==> src/rtl/seg_scroll_if.sv <==
// Message-write and scroll-control bundle between a host and seg_scroll_buf.
// There is no valid/ready back-pressure: wr_en writes on every edge where it is high, and start/stop are single-cycle command pulses the buffer always accepts.
interface seg_scroll_if #(
  parameter int AW = 4
);
  logic          wr_en;
  logic [AW-1:0] wr_addr;
  logic [3:0]    wr_data;
  logic [AW:0]   len;
  logic          start;
  logic          stop;
  logic          busy;
  logic          wrap;
  logic [15:0]   dataBus;
  logic          dbg_state;

  modport master (
    output wr_en, wr_addr, wr_data, len, start, stop,
    input  busy, wrap, dataBus, dbg_state
  );

  modport slave (
    input  wr_en, wr_addr, wr_data, len, start, stop,
    output busy, wrap, dataBus, dbg_state
  );
endinterface

==> src/rtl/seg_scroll_buf.sv <==
// Glyph message buffer with a registered 4-glyph sliding window for the 7-seg scan driver.
// Define SEG_SCROLL_BOUNCE_EN for ping-pong scrolling instead of circular wrap.
module seg_scroll_buf #(
  parameter int DEPTH    = 16,
  parameter int AW       = 4,
  parameter int STEP_DIV = 95
) (
  input logic         clk190Hz,
  input logic         rst,
  seg_scroll_if.slave bus
);
  localparam int TW = (STEP_DIV > 1) ? $clog2(STEP_DIV) : 1;
  localparam logic [TW-1:0] TICK_LAST = TW'(STEP_DIV - 1);
  localparam logic [AW:0]   LEN_MAX   = (AW+1)'(DEPTH);

  typedef enum logic {IDLE, SCROLL} state_t;

  state_t        state;
  logic [3:0]    msg [DEPTH];
  logic [AW-1:0] ofs;
  logic [AW:0]   len_q;
  logic [TW-1:0] tick;
  logic          busy_q;
  logic          wrap_q;
  logic [15:0]   data_q;
  logic [AW:0]   len_clamp;
  logic [15:0]   window;
  logic [AW+1:0] idx;
`ifdef SEG_SCROLL_BOUNCE_EN
  logic          dir;
`endif

  always_ff @(posedge clk190Hz or posedge rst) begin
    if (rst) begin
      for (int i = 0; i < DEPTH; i++) msg[i] <= 4'hF;
    end else if (bus.wr_en) begin
      msg[bus.wr_addr] <= bus.wr_data;
    end
  end

  always_comb begin
    len_clamp = bus.len;
    if (bus.len == '0)          len_clamp = (AW+1)'(1);
    else if (bus.len > LEN_MAX) len_clamp = LEN_MAX;
  end

  // ofs < len_q, so three conditional subtractions cover ofs+3 even for len_q of 1..3.
  always_comb begin
    window = '0;
    idx    = '0;
    for (int k = 0; k < 4; k++) begin
      idx = {2'b00, ofs} + (AW+2)'(k);
      for (int r = 0; r < 3; r++) begin
        if (idx >= {1'b0, len_q}) idx = idx - {1'b0, len_q};
      end
      window[15-4*k -: 4] = msg[idx[AW-1:0]];
    end
  end

  always_ff @(posedge clk190Hz or posedge rst) begin
    if (rst) begin
      state  <= IDLE;
      ofs    <= '0;
      len_q  <= LEN_MAX;
      tick   <= '0;
      busy_q <= 1'b0;
      wrap_q <= 1'b0;
      data_q <= 16'hFFFF;
`ifdef SEG_SCROLL_BOUNCE_EN
      dir    <= 1'b0;
`endif
    end else begin
      data_q <= window;
      wrap_q <= 1'b0;
      case (state)
        IDLE: begin
          ofs  <= '0;
          tick <= '0;
          if (bus.start && !bus.stop) begin
            state  <= SCROLL;
            busy_q <= 1'b1;
            len_q  <= len_clamp;
`ifdef SEG_SCROLL_BOUNCE_EN
            dir    <= 1'b0;
`endif
          end
        end
        SCROLL: begin
          if (bus.stop) begin
            state  <= IDLE;
            busy_q <= 1'b0;
            ofs    <= '0;
            tick   <= '0;
`ifdef SEG_SCROLL_BOUNCE_EN
            dir    <= 1'b0;
`endif
          end else if (bus.start) begin
            ofs   <= '0;
            tick  <= '0;
            len_q <= len_clamp;
`ifdef SEG_SCROLL_BOUNCE_EN
            dir   <= 1'b0;
`endif
          end else if (tick == TICK_LAST) begin
            tick <= '0;
`ifdef SEG_SCROLL_BOUNCE_EN
            // Window never runs past the last glyph, so messages of 4 or fewer stay put.
            if (len_q > (AW+1)'(4)) begin
              if (!dir) begin
                if ({1'b0, ofs} == len_q - (AW+1)'(4)) begin
                  ofs    <= ofs - 1'b1;
                  dir    <= 1'b1;
                  wrap_q <= 1'b1;
                end else begin
                  ofs <= ofs + 1'b1;
                end
              end else begin
                if (ofs == '0) begin
                  ofs    <= ofs + 1'b1;
                  dir    <= 1'b0;
                  wrap_q <= 1'b1;
                end else begin
                  ofs <= ofs - 1'b1;
                end
              end
            end
`else
            if ({1'b0, ofs} == len_q - (AW+1)'(1)) begin
              ofs    <= '0;
              wrap_q <= 1'b1;
            end else begin
              ofs <= ofs + 1'b1;
            end
`endif
          end else begin
            tick <= tick + 1'b1;
          end
        end
      endcase
    end
  end

  assign bus.busy      = busy_q;
  assign bus.wrap      = wrap_q;
  assign bus.dataBus   = data_q;
  assign bus.dbg_state = (state == SCROLL);
endmodule

==> src/flat_wrapper.sv <==
// flat-port wrapper written by rule: the top's interface ports become plain ports
module seg_scroll_buf_flat 
#(
  parameter int DEPTH    = 16,
  parameter int AW       = 4,
  parameter int STEP_DIV = 95
)
  (clk190Hz, rst, bus_wr_en, bus_wr_addr, bus_wr_data, bus_len, bus_start, bus_stop, bus_busy, bus_wrap, bus_dataBus, bus_dbg_state);
  seg_scroll_if #(.AW(AW)) bus_i ();
  input logic clk190Hz;
  input logic rst;
  input wire logic [$bits(bus_i.wr_en)-1:0] bus_wr_en;
  input wire logic [$bits(bus_i.wr_addr)-1:0] bus_wr_addr;
  input wire logic [$bits(bus_i.wr_data)-1:0] bus_wr_data;
  input wire logic [$bits(bus_i.len)-1:0] bus_len;
  input wire logic [$bits(bus_i.start)-1:0] bus_start;
  input wire logic [$bits(bus_i.stop)-1:0] bus_stop;
  output wire logic [$bits(bus_i.busy)-1:0] bus_busy;
  output wire logic [$bits(bus_i.wrap)-1:0] bus_wrap;
  output wire logic [$bits(bus_i.dataBus)-1:0] bus_dataBus;
  output wire logic [$bits(bus_i.dbg_state)-1:0] bus_dbg_state;
  assign bus_i.wr_en = bus_wr_en;
  assign bus_i.wr_addr = bus_wr_addr;
  assign bus_i.wr_data = bus_wr_data;
  assign bus_i.len = bus_len;
  assign bus_i.start = bus_start;
  assign bus_i.stop = bus_stop;
  assign bus_busy = bus_i.busy;
  assign bus_wrap = bus_i.wrap;
  assign bus_dataBus = bus_i.dataBus;
  assign bus_dbg_state = bus_i.dbg_state;
  seg_scroll_buf #(.DEPTH(DEPTH), .AW(AW), .STEP_DIV(STEP_DIV)) u_core (.clk190Hz(clk190Hz), .rst(rst), .bus(bus_i));
endmodule
==> config.mk <==
export PLATFORM = sky130hd
export DESIGN_NAME = seg_scroll_buf_flat
export DESIGN_NICKNAME = d
export VERILOG_FILES = /design/src/rtl/seg_scroll_if.sv /design/src/rtl/seg_scroll_buf.sv /design/src/flat_wrapper.sv
export SDC_FILE = /design/constraint.sdc
export NUM_CORES = 1
export LEC_CHECK = 0
export CORE_ASPECT_RATIO = 0.6
export CORE_UTILIZATION = 46
export CTS_CLUSTER_DIAMETER = 100
export DETAILED_ROUTE_END_ITERATION = 8
export PLACE_DENSITY_LB_ADDON = 0.1
export SLEW_MARGIN = 15
export SYNTH_ARGS = -nofsm -noshare
export SYNTH_HDL_FRONTEND = slang
export SYNTH_SLANG_ARGS = --single-unit
==> constraint.sdc <==
create_clock -name clk190Hz -period 8.72 [get_ports clk190Hz]
set_input_delay 1.308 -clock clk190Hz [delete_from_list [all_inputs] [get_ports clk190Hz]]
set_output_delay 1.308 -clock clk190Hz [all_outputs]
set_load 0.005 [all_outputs]
==> flow_summary.toml, run 1 <==
[status]
status = "complete, no violations"

[die]
design.die.area_um2 = 22000
initial_core_util_pct = 48.0
num_rows = 40
die_span_x_um = 191
die_span_in_y_um = 115
fp.coreArea_um2 = 20500
ioPinCount = 37

[clock_tree]
clk_pin_slew_ns = 0.08
cts_hold_buf = 0
ctsResizeCount = 0
tritoncts.num_buffers = 9
postCtsSetupRepairBufs = 0
cts.sink_count = 99
cts_tree = "built"
maximum_level_of_the_cts_h_tree = 3
cts.path.max_buffers = 2
cts_root_buf = "sky130_fd_sc_hd__clkbuf_16"
insertion_delay_ns = 0.38

[placed_design]
routabilityCongestion = 0.972
place_ws_ns = 0.758
placement.io_buffers = 36
place_inst = 1355
placed_cell_area_um2 = 10500
hpwl_um = 24900

[cells_and_area]
finish.cell_count_without_fillers = 1371
area.growth.synth_to_final_pct = 9.28
post_route_cell_area_um2 = 10700
layout-drive-gt1-share_pct = 21.8
final_common_cell = "sky130_fd_sc_hd__mux2_2"
final_cell_mix = "sky130_fd_sc_hd__mux2_2, sky130_fd_sc_hd__dfstp_2, sky130_fd_sc_hd__nand2_1, sky130_fd_sc_hd__o211ai_1, sky130_fd_sc_hd__ha_1"
n_antenna_cell = 0
nNetsFinal = 1186

[power]
cellLeakagePower_uw = 0.00431
total_power_divided_by_cell_area_nw_per_um2 = 376
power.ir.vdd_worst_uv = 171

[drt]
detail_route_antenna_nets = 0
detail_route.iter0.violations = 1106
vias_per_cell = 6.53
detail_route.first_pass.iterations = 5
detail_route.wl_per_cell_um = 23.6
route.final.wire_length_um = 32300
total_number_of_vias = 8957
remaining_drc_errors = 0

[worst_setup_path]
critical_path_required_ns = 9.00
worst-endpoint-arrival_ns = 8.39
critical_path_peak_fanout = 28
startpoint_type = "register"
criticalPathCategory = "reg2reg"
worstSetupEndpointType = "register"

[sta]
period_minus_slack_ns = 8.11
max_clock_freq_ghz = 0.123
final_critical_path_setup_slack_ns = 0.611
timing.slew.headroom_pct = 22.6
finalHoldViolCount = 0
setup_violations = 0
timing.clock.skew_ns = 0.0113
setup_tns_after_final_layout_ns = 0
final_max_slew_viol_count = 0
worst-slew-pin-transition_ns = 1.16
unrepaired_setup_endpoints_after_global_routing = "false"
post-route-period-util_pct = 93.0

[synth]
synth.lib_cells_used.distinct = 88
xor_xnor_cell_area_share_of_the_yosys_netlist_pct = 3.30
synth_enable_flop_cells = 0
mappedNetlistNets = 1169
ys_seq_area_share_pct = 26.2
synth_top_family_by_area = "compound AO/OA/AOI/OAI gates"
post_synth_and_or_nand_nor_area_fraction_pct = 14.9
synth-seq-cells = 99
synthesized_area_per_cell_um2 = 9.14
synth.cell_area_um2 = 9830
post_synth_mux_area_share_pct = 16.5
ys_flop_type = "sky130_fd_sc_hd__dfstp_2"
netlist_instances = 1076
synth_adder_area_share_pct = 10.5
synth_compound_gate_area_share_pct = 23.8
synth_async_sr_flop_share_pct = 100
synthesis.yosys.warnings = 0

[global_routing]
globalRouteOverflowTotal = 0
grt_first_pass_wirelength_um = 49300
grt_antenna_before_repair = 1
grt_pass1_vias = 8261
grt_usage_pct = 30.2
grt_start_max_net_pins = 65

[min_path]
min-delay-path-class = "reg2reg"

[run]
timing.max_cap.violations = 0
Yosys cell counts, drive strengths merged, types with 5 or more instances:
| cell | count | share of area, % |
|---|---|---|
| mux2 | 88 | 10 |
| dfstp | 81 | 22 |
| o211ai | 66 | 5.1 |
| nand2 | 65 | 2.5 |
| o21ai | 65 | 3.3 |
| ha | 63 | 8.0 |
| inv | 57 | 2.2 |
| nand3 | 55 | 2.8 |
| mux2i | 53 | 5.5 |
| nor2 | 52 | 2.0 |
| clkbuf | 37 | 1.4 |
| a21oi | 36 | 1.8 |
| a31oi | 19 | 1.3 |
| nor3 | 19 | 1.0 |
| xnor2 | 19 | 1.7 |
| dfrtp | 18 | 4.6 |
| xor2 | 18 | 1.6 |
| nor2b | 17 | 1.2 |
| nand2b | 16 | 1.0 |
| o21a | 15 | 1.2 |
| o31ai | 15 | 1.2 |
| buf | 14 | 1.2 |
| o22ai | 13 | 0.83 |
| a211o | 12 | 1.1 |
| fa | 12 | 2.4 |
| a21o | 11 | 0.84 |
| and3 | 10 | 0.64 |
| a21boi | 9 | 0.69 |
| nand4 | 9 | 0.57 |
| or3 | 9 | 0.57 |
| a221o | 8 | 0.81 |
| a211oi | 7 | 0.53 |
| o2111ai | 7 | 0.69 |
| or2 | 7 | 0.45 |
| o31a | 6 | 0.53 |
| a311o | 5 | 0.51 |
| a31o | 5 | 0.45 |
| nand3b | 5 | 0.38 |
path summary, 6_finish.rpt:
check	startpoint	to	slack, ns	cells after the start
min	u_core.bus.busy	u_core.bus.busy	0.49	2
min in group asynchronous	rst	u_core.tick[2]	1.31	2
max	u_core.ofs[2]	u_core.bus.dataBus[4]	0.61	25
max reg2reg	u_core.ofs[2]	u_core.bus.dataBus[4]	0.61	25
min reg2reg	u_core.bus.busy	u_core.bus.busy	0.49	2
max in group asynchronous	rst	u_core.msg[41]	6.28	3
cell type report:
cell class / instances / area (um2)
fill: 1864 / 9730
clock buffer: 9 / 225
multi-input combinational: 869 / 6800
tap: 273 / 342
inverter: 57 / 216
clock inverter: 7 / 66.3
timing repair buffer: 57 / 518
sequential: 99 / 2580
registers in the layout, indices dropped and copies added, names as in the netlist:
name	flops
u_core.tick	7
u_core.bus.dbg_state	1
u_core.len_q	5
u_core.ofs	4
u_core.bus.wrap	1
u_core.bus.busy	1
u_core.bus.dataBus	16
u_core.msg	64
metal layers:
metal / vias to the layer above / global-route usage [%] / part of all wire, %
met5: - / 2.99 / 0.31
met4: 4 / 5.71 / 0.84
met3: 32 / 12.4 / 14
met2: 476 / 35.7 / 35
met1: 4308 / 48.0 / 50
li1: 4137 / - / -
through the flow:
stage                     hold WS [ns]  util, %  total power [uW]
final                            0.486     52.5              4040
after global routing             0.519     52.5              4280
after CTS                        0.493     52.5              3960
after detailed placement         0.475     51.1              3530
after global placement           0.468     51.1              3530
after floorplan                  0.469        -              2800
kinds of logic (layout without fill, tap and decap cells):
group           after synthesis  count (layout)
xor+xnor                     37              37
compound gates              328             328
simple gates                284             284
mux                         145             145
fa+ha+maj                    75              75
buf+inv                     108             130
flops                        99              99
power breakdown:
| part | leakage (uW) | total (uW) | switching [uW] | internal, uW |
|---|---|---|---|---|
| Clock | 0.000142 | 418 | 216 | 202 |
| Combinational | 0.00307 | 2770 | 1650 | 1120 |
| Sequential | 0.00109 | 854 | 190 | 664 |
worst max-delay path: stages (launching register included):
cell	delay [ns]
sky130_fd_sc_hd__dfrtp_1	0.65
sky130_fd_sc_hd__ha_1	0.33
sky130_fd_sc_hd__xor2_1	0.30
sky130_fd_sc_hd__ha_1	0.38
sky130_fd_sc_hd__and4_1	0.31
sky130_fd_sc_hd__or2_1	0.26
sky130_fd_sc_hd__o32ai_2	0.27
sky130_fd_sc_hd__mux2i_1	0.38
sky130_fd_sc_hd__inv_1	0.09
sky130_fd_sc_hd__ha_1	0.31
sky130_fd_sc_hd__a311o_1	0.37
sky130_fd_sc_hd__a21o_1	0.24
sky130_fd_sc_hd__a221oi_4	0.39
sky130_fd_sc_hd__mux2_4	0.36
sky130_fd_sc_hd__ha_1	0.21
sky130_fd_sc_hd__fa_1	0.43
sky130_fd_sc_hd__a21boi_0	0.16
sky130_fd_sc_hd__o21ai_0	0.20
sky130_fd_sc_hd__a21oi_1	0.11
sky130_fd_sc_hd__o31ai_2	0.11
sky130_fd_sc_hd__or3_1	0.40
sky130_fd_sc_hd__mux2i_4	0.28
sky130_fd_sc_hd__buf_4	0.45
sky130_fd_sc_hd__mux2i_1	0.34
sky130_fd_sc_hd__o22ai_1	0.13
sky130_fd_sc_hd__or4_1	0.55
No activity file was read; power rests on OpenSTA's default activity.
==> run 2, diff against run 1 <==
- CORE_MARGIN: not set -> 2
==> run 2 against run 1 <==
Compared with the run above:
- final cell count increased by 0.22%
- flip-flop and latch count unchanged
- utilization fell by 1.1 points
- non-clock buffer count decreased by 3
- sequential power up 2%
- first-iteration DRC count increased by 6.1%
- die area is 2.8% higher
- clock-buffer cell count rose by 2
- hold slack better by 0.00067 ns
- sequential share of layout area decreased by 0.081 points
- global-route usage fell by 0.51 points
- register-to-register slack improved by 0.16 ns
- critical endpoint unchanged
- largest cell class unchanged
==> flow_summary.toml, run 2 (same netlist as run 1, synthesis figures left out) <==
[die]
initial_core_util_pct = 46.8
num_rows = 41
die_span_in_y_um = 117
design.die.area_um2 = 22600
die_span_x_um = 193
fp.coreArea_um2 = 21000
ioPinCount = 37

[worst_setup_path]
worstSetupEndpointType = "register"
startpoint_type = "register"
criticalPathCategory = "reg2reg"
timing.reg2reg.setup_slack_ns = 0.78
worst-endpoint-arrival_ns = 8.21
worstReg2RegStart = "u_core.ofs[2]"
critical_path_required_ns = 8.99
slowest_stage = "sky130_fd_sc_hd__dfrtp_1"
critical_path.n_buffers_inverters = 2
path_common_cell = "sky130_fd_sc_hd__ha_1"
critical_path_peak_fanout = 28
critical-path-max-stage-delay_ns = 0.63
critical_path.top_delay_family = "compound AO/OA/AOI/OAI gates"
timing.critical_path.from = "u_core.ofs[2]"

[drt]
detail_route.iter0.violations = 1174
remaining_drc_errors = 0
detail_route_antenna_nets = 0
total_number_of_vias = 8920
route.final.wire_length_um = 32900
detail_route.first_pass.iterations = 5
vias_per_cell = 6.49
detail_route.wl_per_cell_um = 23.9

[global_routing]
grt_usage_pct = 29.7
grt-busiest-layer = "met1"
gr-usage-met3_pct = 12.6
grt_pass1_vias = 8023
grt_antenna_before_repair = 0
global_route.usage.met2_pct = 35.6
grt_first_pass_wirelength_um = 49300
grt_util_met1_pct = 47.1
globalRouteOverflowTotal = 0
grt_start_max_net_pins = 62

[power]
clkPwrFrac_pct = 11.7
pwr-share-seq_pct = 21.2
power.share.switching_pct = 49.9
internal_power_uw = 2050
total_power_divided_by_cell_area_nw_per_um2 = 379
switching_power_uw = 2040
cellLeakagePower_uw = 0.00432
power.ir.vdd_worst_uv = 189
comb_power_share_pct = 67.1

[cells_and_area]
top_register = "u_core.msg"
largest_register_ffs = 64
final_cell_mix = "sky130_fd_sc_hd__mux2_2, sky130_fd_sc_hd__dfstp_2, sky130_fd_sc_hd__nand2_1, sky130_fd_sc_hd__o211ai_1, sky130_fd_sc_hd__ha_1"
n_antenna_cell = 0
final_common_cell = "sky130_fd_sc_hd__mux2_2"
layout-drive-gt1-share_pct = 21.5
finish.cell_count_without_fillers = 1374
nNetsFinal = 1183
area.growth.synth_to_final_pct = 9.65

[clock_tree]
cts.sink_count = 99
insertion_delay_ns = 0.37
cts.path.max_buffers = 2
postCtsSetupRepairBufs = 0
cts_tree = "built"
ctsResizeCount = 0
cts_root_buf = "sky130_fd_sc_hd__clkbuf_16"
clk_pin_slew_ns = 0.08
cts_hold_buf = 0
maximum_level_of_the_cts_h_tree = 3
tritoncts.num_buffers = 9

[min_path]
min-delay-start = "u_core.bus.busy"
min-delay-path-class = "reg2reg"

[placed_design]
routabilityCongestion = 0.986
hpwl_um = 25000
place_inst = 1358
placement.io_buffers = 36

[sta]
finalHoldViolCount = 0
timing.slew.headroom_pct = 21.4
max_clock_freq_ghz = 0.126
setup_violations = 0
timing.clock.skew_ns = 0.00927
worst-slew-pin-transition_ns = 1.18
unrepaired_setup_endpoints_after_global_routing = "false"
setup_tns_after_final_layout_ns = 0
post-route-period-util_pct = 91.1
period_minus_slack_ns = 7.94
final_max_slew_viol_count = 0

[status]
status = "complete, no violations"

[run]
timing.max_cap.violations = 0
==> run 2: metrics by stage <==
stage / util [%] / hold WS [ns] / worst slack [ns] / cell area (um2) / total power [uW]
after detailed placement: 49.7 / 0.477 / 0.922 / 10400 / 3500
after floorplan: - / 0.469 / 1.78 / 9830 / 2800
after global placement: 49.7 / 0.468 / 0.749 / 10400 / 3510
after global routing: 51.4 / 0.550 / 0.370 / 10800 / 4320
after CTS: 51.4 / 0.494 / 0.862 / 10800 / 3990
final: 51.4 / 0.487 / 0.775 / 10800 / 4090
==> run 2: path summary, 6_finish.rpt <==
| kind | endpoint | cells past startpoint |
|---|---|---|
| setup / recovery | u_core.bus.dataBus[4] | 25 |
| min in group asynchronous | u_core.tick[2] | 2 |
| setup reg to reg | u_core.bus.dataBus[4] | 25 |
| hold reg to reg | u_core.bus.busy | 2 |
| max in group asynchronous | u_core.msg[39] | 3 |
| hold / removal | u_core.bus.busy | 2 |
==> run 2: routing by layer <==
metal | share of wire [%] | routed length [um] | vias up
li1 | - | - | 4115
met1 | 50 | 16400 | 4305
met2 | 35 | 11500 | 472
met3 | 14 | 4610 | 28
met4 | 1.1 | 351 | 0
met5 | 0 | 0 | -
==> run 2: area by class of cell <==
| type | count | area, um2 |
|---|---|---|
| Fill cell | 1928 | 10200 |
| Clock buffer | 11 | 254 |
| Inverter | 57 | 216 |
| Timing Repair Buffer | 54 | 495 |
| Sequential cell | 99 | 2580 |
| Clock inverter | 5 | 88.8 |
| Tap cell | 279 | 349 |
| Multi-Input combinational cell | 869 | 6800 |
==> run 2: power by group through the flow <==
stage               clock, uW  sequential, uW  combinational (uW)
floorplan                   0             740                2060
global placement            0             850                2660
detailed placement          0             847                2650
CTS                       488             840                2670
global route              506             861                2960
finish                    478             867                2750
==> run 2: worst register-to-register path, cell delays in order (launching register included) <==
cell                       delay [ns]
sky130_fd_sc_hd__dfrtp_1         0.63
sky130_fd_sc_hd__ha_1            0.32
sky130_fd_sc_hd__xor2_1          0.30
sky130_fd_sc_hd__ha_1            0.37
sky130_fd_sc_hd__and4_1          0.31
sky130_fd_sc_hd__or2_1           0.26
sky130_fd_sc_hd__o32ai_2         0.26
sky130_fd_sc_hd__mux2i_1         0.37
sky130_fd_sc_hd__inv_1           0.08
sky130_fd_sc_hd__ha_1            0.30
sky130_fd_sc_hd__a311o_1         0.37
sky130_fd_sc_hd__a21o_1          0.24
sky130_fd_sc_hd__a221oi_4        0.39
sky130_fd_sc_hd__mux2_4          0.36
sky130_fd_sc_hd__ha_1            0.21
sky130_fd_sc_hd__fa_1            0.45
sky130_fd_sc_hd__a21boi_0        0.17
sky130_fd_sc_hd__o21ai_0         0.18
sky130_fd_sc_hd__a21oi_1         0.10
sky130_fd_sc_hd__o31ai_2         0.12
sky130_fd_sc_hd__or3_1           0.39
sky130_fd_sc_hd__mux2i_4         0.28
sky130_fd_sc_hd__buf_4           0.45
sky130_fd_sc_hd__mux2i_1         0.27
sky130_fd_sc_hd__o22ai_1         0.10
sky130_fd_sc_hd__or4_1           0.58
